==> src/rtl/alu_md.sv <==
`default_nettype none
// +-----------------------------------------------------------------------------+
// | alu_md : handshaked RV32I/M execution unit, iterative multiply and divide |
// | Revision 1.0                                                              |
// +-----------------------------------------------------------------------------+
module alu_md #(
  parameter int XLEN = 32,
  parameter int SHW  = $clog2(XLEN)
) (
  input  logic            clk,
  input  logic            rst_n,
  input  logic            in_valid,
  output logic            in_ready,
  input  logic [XLEN-1:0] in_0,
  input  logic [XLEN-1:0] in_1,
  input  logic [4:0]      operation,
  output logic            out_valid,
  input  logic            out_ready,
  output logic [XLEN-1:0] out,
  output logic            zero,
  output logic            busy
);

  localparam logic [4:0] OP_ADD    = 5'd0;
  localparam logic [4:0] OP_SUB    = 5'd1;
  localparam logic [4:0] OP_XOR    = 5'd2;
  localparam logic [4:0] OP_OR     = 5'd3;
  localparam logic [4:0] OP_AND    = 5'd4;
  localparam logic [4:0] OP_SRL    = 5'd5;
  localparam logic [4:0] OP_SLL    = 5'd6;
  localparam logic [4:0] OP_SRA    = 5'd7;
  localparam logic [4:0] OP_PASS_1 = 5'd8;
  localparam logic [4:0] OP_SLT    = 5'd9;
  localparam logic [4:0] OP_SLTU   = 5'd10;
  localparam logic [4:0] OP_MULH   = 5'd17;
  localparam logic [4:0] OP_MULHSU = 5'd18;
  localparam logic [4:0] OP_DIV    = 5'd20;
  localparam logic [4:0] OP_DIVU   = 5'd21;
  localparam logic [4:0] OP_REM    = 5'd22;
  localparam logic [4:0] OP_REMU   = 5'd23;

  localparam int              CW       = $clog2(XLEN) + 1;
  localparam logic [CW-1:0]   CNT_INIT = CW'(XLEN);
  localparam logic [CW-1:0]   CNT_ONE  = CW'(1);
  localparam logic [XLEN-1:0] SMIN     = {1'b1, {(XLEN-1){1'b0}}};

  typedef enum logic [1:0] {
    S_IDLE = 2'd0,
    S_BUSY = 2'd1,
    S_DONE = 2'd2
  } state_t;

  state_t            state, state_nx;
  logic [XLEN-1:0]   out_q;
  logic              zero_q;
  logic [2*XLEN-1:0] acc;
  logic [XLEN-1:0]   mcand;
  logic [CW-1:0]     cnt;
  logic              is_div_q, sel_hi_q, neg_q;

  logic [SHW-1:0]    shamt;
  logic [XLEN-1:0]   base;
  logic              is_m, is_dv, div_zero, div_ovf, iter, accept;
  logic              a_signed, b_signed, a_neg, b_neg;
  logic [XLEN-1:0]   mag_a, mag_b;

  assign shamt    = in_1[SHW-1:0];
  assign is_m     = (operation[4:3] == 2'b10);
  assign is_dv    = is_m & operation[2];
  assign div_zero = (in_1 == '0);
  assign div_ovf  = is_dv & ~operation[0] & (in_0 == SMIN) & (&in_1);
  assign iter     = is_m & ~(is_dv & (div_zero | div_ovf));
  assign accept   = in_valid & in_ready;

  assign a_signed = (operation == OP_MULH) | (operation == OP_MULHSU) | (is_dv & ~operation[0]);
  assign b_signed = (operation == OP_MULH) | (is_dv & ~operation[0]);
  assign a_neg    = a_signed & in_0[XLEN-1];
  assign b_neg    = b_signed & in_1[XLEN-1];
  assign mag_a    = a_neg ? -in_0 : in_0;
  assign mag_b    = b_neg ? -in_1 : in_1;

  // Single-cycle results, including the divide-by-zero and overflow fast paths.
  always_comb begin
    base = '0;
    case (operation)
      OP_ADD:    base = in_0 + in_1;
      OP_SUB:    base = in_0 - in_1;
      OP_XOR:    base = in_0 ^ in_1;
      OP_OR:     base = in_0 | in_1;
      OP_AND:    base = in_0 & in_1;
      OP_SRL:    base = in_0 >> shamt;
      OP_SLL:    base = in_0 << shamt;
      OP_SRA:    base = $unsigned($signed(in_0) >>> shamt);
      OP_PASS_1: base = in_1;
      OP_SLT:    base = {{(XLEN-1){1'b0}}, $signed(in_0) < $signed(in_1)};
      OP_SLTU:   base = {{(XLEN-1){1'b0}}, in_0 < in_1};
      OP_DIV, OP_DIVU: base = div_zero ? '1 : in_0;
      OP_REM, OP_REMU: base = div_zero ? in_0 : '0;
      default:   base = '0;
    endcase
  end

  // acc holds {high, multiplier} for multiply and {remainder, dividend/quotient} for divide.
  logic [XLEN:0]     mul_sum, rem_sh;
  logic [XLEN-1:0]   rem_sub, div_pick;
  logic              div_ge;
  logic [2*XLEN-1:0] mul_nx, div_nx, acc_nx, mul_full;
  logic [XLEN-1:0]   fin;

  assign mul_sum = {1'b0, acc[2*XLEN-1:XLEN]} + (acc[0] ? {1'b0, mcand} : '0);
  assign mul_nx  = {mul_sum, acc[XLEN-1:1]};
  assign rem_sh  = acc[2*XLEN-1:XLEN-1];
  assign div_ge  = (rem_sh >= {1'b0, mcand});
  assign rem_sub = rem_sh[XLEN-1:0] - mcand;
  assign div_nx  = {div_ge ? rem_sub : rem_sh[XLEN-1:0], acc[XLEN-2:0], div_ge};
  assign acc_nx  = is_div_q ? div_nx : mul_nx;

  always_comb begin
    mul_full = neg_q ? -acc_nx : acc_nx;
    div_pick = sel_hi_q ? acc_nx[2*XLEN-1:XLEN] : acc_nx[XLEN-1:0];
    if (is_div_q) fin = neg_q ? -div_pick : div_pick;
    else          fin = sel_hi_q ? mul_full[2*XLEN-1:XLEN] : mul_full[XLEN-1:0];
  end

  always_comb begin
    state_nx = state;
    in_ready = 1'b0;
    case (state)
      S_IDLE: begin
        in_ready = 1'b1;
        if (in_valid) state_nx = iter ? S_BUSY : S_DONE;
      end
      S_BUSY: begin
        if (cnt == CNT_ONE) state_nx = S_DONE;
      end
      S_DONE: begin
        in_ready = out_ready;
        if (out_ready) state_nx = in_valid ? (iter ? S_BUSY : S_DONE) : S_IDLE;
      end
      default: state_nx = S_IDLE;
    endcase
  end

  always_ff @(posedge clk or negedge rst_n) begin
    if (!rst_n) begin
      state    <= S_IDLE;
      out_q    <= '0;
      zero_q   <= 1'b1;
      acc      <= '0;
      mcand    <= '0;
      cnt      <= '0;
      is_div_q <= 1'b0;
      sel_hi_q <= 1'b0;
      neg_q    <= 1'b0;
    end else begin
      state <= state_nx;
      if (accept) begin
        if (iter) begin
          acc      <= {{XLEN{1'b0}}, is_dv ? mag_a : mag_b};
          mcand    <= is_dv ? mag_b : mag_a;
          cnt      <= CNT_INIT;
          is_div_q <= is_dv;
          sel_hi_q <= is_dv ? operation[1] : (operation[1:0] != 2'b00);
          neg_q    <= (is_dv & operation[1]) ? a_neg : (a_neg ^ b_neg);
        end else begin
          out_q  <= base;
          zero_q <= (base == '0);
        end
      end else if (state == S_BUSY) begin
        acc <= acc_nx;
        cnt <= cnt - CNT_ONE;
        if (cnt == CNT_ONE) begin
          out_q  <= fin;
          zero_q <= (fin == '0);
        end
      end
    end
  end

  assign out       = out_q;
  assign zero      = zero_q;
  assign out_valid = (state == S_DONE);
  assign busy      = (state == S_BUSY);

endmodule
`default_nettype wire
==> config.mk <==
export PLATFORM = sky130hd
export DESIGN_NAME = alu_md
export DESIGN_NICKNAME = d
export VERILOG_FILES = /design/src/rtl/alu_md.sv
export SDC_FILE = /design/constraint.sdc
export NUM_CORES = 1
export LEC_CHECK = 0
export ABC_AREA = 0
export BUFFER_PORTS_ARGS = -buffer_cell sky130_fd_sc_hd__buf_2
export CAP_MARGIN = 20
export CELL_PAD_IN_SITES_DETAIL_PLACEMENT = 1
export CELL_PAD_IN_SITES_GLOBAL_PLACEMENT = 2
export CORE_MARGIN = 3
export CORE_UTILIZATION = 41
export CTS_BUF_LIST = sky130_fd_sc_hd__clkbuf_8
export CTS_CLUSTER_DIAMETER = 40
export DETAILED_ROUTE_END_ITERATION = 7
export PLACE_DENSITY = 0.95
export SLEW_MARGIN = 15
export SYNTH_ARGS = -nofsm -noshare
export SYNTH_HDL_FRONTEND = slang
export SYNTH_SLANG_ARGS = --single-unit
==> constraint.sdc <==
create_clock -name clk -period 11.1 [get_ports clk]
set_input_delay 0.555 -clock clk [delete_from_list [all_inputs] [get_ports clk]]
set_output_delay 0.555 -clock clk [all_outputs]
set_load 0.01 [all_outputs]
### Word level (Yosys, flattened, before mapping)

Cells that the tools add are included.
Widths: inputs -> output; s select.

| word-level totals | value |
|---|---|
| register bits after elaboration | 140 |
| bits of input ports | 73 |
| output and inout port bits | 36 |
| word-level logic and storage cells | 123 |

| operators by class | value |
|---|---|
| add/subtract/negate cells | 9 |
| magnitude comparators | 3 |
| equality and inequality tests | 26 |
| shifts and indexed selects | 3 |
| multiplexer cells | 38 |
| bitwise operators | 20 |
| reductions and logical operators | 15 |

Operator list:

| cell | number |
|---|---|
| $mux 32 | 16 |
| $pmux 32 s13 | 1 |
| $mux 64 | 5 |
| $logic_not 32->1 | 3 |
| $neg 32->32 | 3 |
| $lt 32x32->1 | 2 |
| $neg 64->64 | 1 |
| $sub 32x32->32 | 2 |
| $add 32x32->33 | 1 |
| $ge 33x32->1 | 1 |
| $add 32x32->32 | 1 |
| $and 32x32->32 | 1 |
| $eq 32x32->1 const B | 1 |
| $or 32x32->32 | 1 |
| $reduce_and 32->1 | 1 |
| $shl 32x5->32 | 1 |
| $shr 32x5->32 | 1 |
| $sshr 32x5->32 | 1 |
| $xor 32x32->32 | 1 |
| $eq 5x5->1 const B | 6 |
| $eq 5x3->1 const B | 4 |
| $mux 6 | 3 |
| $eq 5x4->1 const B | 3 |
| $and 1x1->1 | 10 |
| 21 further kinds | 44 |

### Depth between registers and ports, before layout

| depth | value |
|---|---|
| depth after elaboration | 13 |
| depth in mapped cells | 25 |
| mapped depth without buffers | 23 |

### Least setup slack after synthesis

OpenSTA, ideal clock, no wires.

| path | value |
|---|---|
| path kind | register to register |
| start point | reg acc[0] |
| end point | reg zero_q (netlist: zero) |
| setup time | 0.081 ns |
| arrival | 5.201 ns |
| data required time | 11.019 ns |
| slack | 5.817 ns |
| cell stages (with the launch flop) | 20 |
| path buffers | 2 |
| clock period less this slack | 5.283 ns |
| cells stage by stage | dfrtp_1 clkbuf_1 and2_1 ha_1 clkbuf_1 or3_1 a2111oi_0 nor3_1 a21boi_1 a21oi_1 mux2_2 a221oi_1 nand4b_1 nor4_2 xor2_1 o211a_1 a211oi_1 nor4bb_1 nand4b_1 o211ai_1 |

| between the ends | value |
|---|---|
| word-level cells in the longest chain between the ends | 11 |
| elaborated cells on any way between the ends | 14 |
| classes of those cells | add/sub: 3; mux: 10; reduce/logical: 1 |

Ends and longest elaborated chain:

| what | RTL line | source |
|---|---|---|
| from (decl) | 56 | `logic [2*XLEN-1:0] acc;` |
| from (signal assigned) | 159 | `acc <= {{XLEN{1'b0}}, is_dv ? mag_a : mag_b};` |
| from (signal assigned) | 170 | `acc <= acc_nx;` |
| $mux 32 | 110 | `assign mul_sum = {1'b0, acc[2*XLEN-1:XLEN]} + (acc[0] ? {1'b0, mcand} : '0);` |
| $add 32x32->33 | 110 |  |
| $mux 64 * | 116 | `assign acc_nx = is_div_q ? div_nx : mul_nx;` |
| $neg 64->64 / $mux 32 (equally long branches) | 119, 120 |  |
| $mux 64 / $neg 32->32 (equally long branches) | 119, 121 |  |
| $mux 32 (on tied branches) | 122, 121 |  |
| $mux 32 * | 121 | `if (is_div_q) fin = neg_q ? -div_pick : div_pick;` |
| $logic_not 32->1 * | 174 | `zero_q <= (fin == '0);` |
| $mux 1 * | 172 | `if (cnt == CNT_ONE) begin` |
| $mux 1 * | 169 | `end else if (state == S_BUSY) begin` |
| $mux 1 * | 157 | `if (accept) begin` |
| to (signal assigned) | 167 | `zero_q <= (base == '0);` |
| to (signal assigned) | 174 |  |
| to (decl) | 55 | `logic zero_q;` |

Every way passes the cells marked *; elsewhere a longest branch is shown, timed or not. The select of a mux whose other input is x is not followed.
A chain may end at the register's enable or synchronous reset.

### Worst setup path in the final report

| path | value |
|---|---|
| start point | reg acc[39] |
| end point | reg zero_q (netlist: zero) |

| between the ends | value |
|---|---|
| word-level cells in the longest chain between the ends | 11 |
| elaborated cells on any way between the ends | 16 |
| classes of those cells | add/sub: 4; order compare: 1; mux: 10; reduce/logical: 1 |

Ends and longest elaborated chain:

| what | RTL line | source |
|---|---|---|
| $sub 32x32->32 / $ge 33x32->1 (equally long branches) | 114, 113 |  |
| $mux 32 | 115 | `assign div_nx = {div_ge ? rem_sub : rem_sh[XLEN-1:0], acc[XLEN-2:0], div_ge};` |
| $mux 64 * | 116 |  |
| $neg 64->64 / $mux 32 (equally long branches) | 119, 120 |  |
| $mux 64 / $neg 32->32 (equally long branches) | 119, 121 |  |
| $mux 32 (on tied branches) | 122, 121 |  |
| $mux 32 * | 121 |  |
| $logic_not 32->1 * | 174 |  |
| $mux 1 * | 172 |  |
| $mux 1 * | 169 |  |
| $mux 1 * | 157 |  |

Marks and branches as above.

==> impl_summary.log <==
[metrics] outcome: finished, violations left
[metrics] violated checks: hold timing
[metrics] DRC errors left: 0
[metrics] Pre-antenna DRT Iters: 6
[metrics] row count: 92
[metrics] Min-Delay Path Class: in -> async
[metrics] Cells after Synth: 3733
[metrics] share of cell area taken by muxes after synthesis: 0.109
[metrics] clock insertion delay at the later pin of the skew report: 0.58 ns
[metrics] clock-pin slew reported for the worst setup and hold paths after clock tree synthesis: 0.12 ns
[metrics] utilization after layout: 0.442
[metrics] Setup Skew: 0.0257 ns
[metrics] Remaining Overflow, GRT: 0
[metrics] CTS tree: built
[metrics] dominant combinational cell family by area after synthesis: compound AO/OA/AOI/OAI gates
[metrics] pin slew with the least headroom to its limit: 1.15 ns
[metrics] number of synthesis warnings: 0
[metrics] CTS Sinks: 140
[metrics] share of synthesized flip-flops with an asynchronous set or reset: 1.00
[metrics] # H-tree levels: 4
[metrics] via count of the routed design: 32100
[metrics] hold bufs inserted after CTS: 0
[metrics] peak ir drop on the vdd network: 0.114 mV
[metrics] synthesized netlist net count: 3978
[metrics] fraction of synthesized cell area in xor and xnor cells: 0.0478
[metrics] y dimension of the die: 261 um
[metrics] Setup crit end kind: flop
[metrics] final cycle utilization of the critical path: 0.734
[metrics] fmax: 0.123 GHz
[metrics] wire length after detailed routing: 141 mm
[metrics] drt initial violations: 3977
[metrics] sequential cell area fraction in the yosys report: 0.131
[metrics] normalized max-slew margin: 0.230
[metrics] first-pass GRT wire length: 206 mm
[metrics] layout-stage area growth over the synthesis result: 5.39%
[metrics] IO Port Bufs: 108
[metrics] pin count of the biggest net entering global routing: 75
[metrics] antenna violations before repair: 4
[metrics] leakage power: 11.4 nW
[metrics] Avg Cell Area, Syn: 7.16 um2
[metrics] Synth Area in Adders: 0.0816
[metrics] half-perimeter wire length of the detailed placement result: 108 mm
[metrics] power density over cell area: 267 nW/um2
[metrics] most common cell after layout, fill and taps aside: nor2_1
[metrics] number of endpoints with negative hold slack in the final report: 6
[metrics] clock period minus worst slack: 8.15 ns
[metrics] commonest cells after routing, fill and taps aside: nor2_1, nand2_1, a21oi_1
[metrics] Slew Viols, Final: 0
[metrics] number of distinct standard cells referenced by the synthesized netlist: 110
[metrics] number of buffers inserted to repair setup after CTS: 0
[metrics] Final setup violation count: 0
[metrics] total negative slack: 0 ns
[metrics] Post-synth EDFFs: 0
[metrics] via density per instance: 7.14
[metrics] area of the die: 68300 um2
[metrics] Ports: 109
[metrics] routed wire length per instance: 31.3 um
[metrics] flip-flop and latch count after synthesis: 140
[metrics] remaining antenna violation count: 0
[metrics] fraction of final layout cells sized beyond drive strength 1: 0.106
[metrics] simple-gate share of the synthesized area: 0.245
[metrics] max_cap viols: 0
[metrics] worst path arrival time: 8.65 ns
[metrics] die extent in x: 261 um
[metrics] Final nets: 3878
[metrics] Clock Path Buffers: 2
[metrics] critical path fanouts, max: 18
[metrics] Worst EP required: 11.60 ns
[metrics] vias in the first global route: 30700
[metrics] core area: 63800 um2
[metrics] post-synthesis instance area: 26700 um2
[metrics] CTS-repair resized insts: 0
[metrics] category of the worst setup path launch point: flop
[metrics] effective utilization at floorplan: 0.419
[metrics] setup slack of the critical path after layout: 2.95 ns
[metrics] GRT Resource Usage Total: 0.401
[metrics] final worst hold slack: -0.0152 ns
[metrics] Routability Congestion: 1.02
[metrics] TritonCTS Buffers: 17
[metrics] Worst Setup Path Type: reg -> reg
[metrics] most common flop cell mapped by yosys: dfrtp_1
[metrics] setup repair after global routing missed its margin: no
[metrics] worst slack after detailed placement: 3.28 ns
[metrics] Compound-Gate Fraction of Synth Area: 0.318
[metrics] clock tree root driver cell: clkbuf_8
==> cell usage after synthesis, types with 26 or more instances <==
| master | n | area, um2 |
|---|---|---|
| a21o_1 | 52 | 390 |
| o221ai_1 | 55 | 482 |
| a211oi_1 | 72 | 541 |
| mux4_2 | 67 | 1510 |
| nor2b_1 | 27 | 169 |
| buf_1 | 39 | 146 |
| o21bai_1 | 26 | 195 |
| o31ai_1 | 37 | 278 |
| mux2i_1 | 101 | 1010 |
| a21oi_1 | 323 | 1620 |
| nand4_1 | 47 | 294 |
| and3_1 | 33 | 206 |
| xor2_1 | 35 | 307 |
| a221oi_1 | 33 | 289 |
| nor3_1 | 115 | 576 |
| a31oi_1 | 43 | 269 |
| ha_1 | 168 | 2100 |
| inv_1 | 156 | 586 |
| or3_1 | 32 | 200 |
| nor4_1 | 49 | 307 |
| mux2_2 | 33 | 372 |
| and2_1 | 61 | 382 |
| clkbuf_1 | 225 | 845 |
| dfrtp_1 | 139 | 3480 |
| xnor2_1 | 111 | 972 |
| nand2_1 | 346 | 1300 |
| o211ai_1 | 61 | 458 |
| a22oi_1 | 32 | 240 |
| o21ai_0 | 246 | 1230 |
| nor2_1 | 373 | 1400 |
| nand3_1 | 145 | 726 |
==> worst paths after layout <==
kind | start | end | slack [ns] | cells past startpoint
worst min register to register | out[9] | out[9] | 0.48 | 2
worst max register to register | acc[39] | zero | 2.95 | 19
min in group clk | out_ready | state[1] | 0.29 | 3
worst max-delay path | acc[39] | zero | 2.95 | 19
worst min-delay path | rst_n | acc[58] | -0.02 | 1
max in group asynchronous | rst_n | neg_q | 9.60 | 2
==> per-layer routing <==
layer  GRT usage  wire [um]  vias to the layer above
met4       0.265      11100                        4
met2       0.606      59900                     1883
met5           0         31                        -
met3      0.0829      13800                      457
met1       0.516      56000                    15900
li1            -          -                    13900
==> flip-flops by register name, indices dropped and copies added, names as in the netlist <==
register	flops
acc	64
mcand	32
out	32
cnt	6
state	2
is_div_q	1
neg_q	1
sel_hi_q	1
zero	1
==> logic make-up after synthesis <==
kind of cell,Yosys count
AOI/OAI and AO/OA,1258
xor gates and xnor gates,146
adders and majority gates,172
buffers and inverters,458
DFF,140
muxes,202
and+or+nand+nor,1357
==> cell type report <==
type,instances,area (um2)
sequential,140,3510
fill,8198,35600
antenna,2,5.00
timing repair buffer,179,1090
clock buffer,17,234
tap,846,1060
clock inverter,15,199
inverter,160,601
multi-input combinational,3135,21500
==> critical path: stages (launching register included) <==
cell      delay [ns]
dfrtp_1         0.47
ha_1            0.45
a21o_1          0.21
a31o_1          0.26
a211o_1         0.38
o211ai_4        0.66
a21oi_2         0.39
a21oi_1         0.36
ha_1            0.29
o211ai_1        0.19
nor2_1          0.45
nand4_1         0.31
nor4_1          0.95
nor4b_1         0.58
o211ai_1        0.14
a211oi_1        0.76
o31ai_1         0.30
nor4_1          0.58
nand4b_1        0.16
o211ai_1        0.19
==> power breakdown <==
| group | switching (W) | internal, W | leakage (nW) |
|---|---|---|---|
| logic | 0.00408 | 0.00195 | 9.43 |
| clock network | 0.000294 | 0.000175 | 0.212 |
| registers | 0.000293 | 0.000729 | 1.73 |
==> metrics by stage <==
stage	hold slack [ns]	instances	cell area, um2	power (W)
after global placement	0.454	4458	27700	0.00671
after CTS	0.0319	4490	28200	0.00729
after floorplan	0.259	3733	26700	0.00483
final	-0.0152	4494	28200	0.00752
after global routing	0.0327	4492	28200	0.00793
after detailed placement	0.462	4458	27700	0.00679
Power figures use the tool's default switching activity.
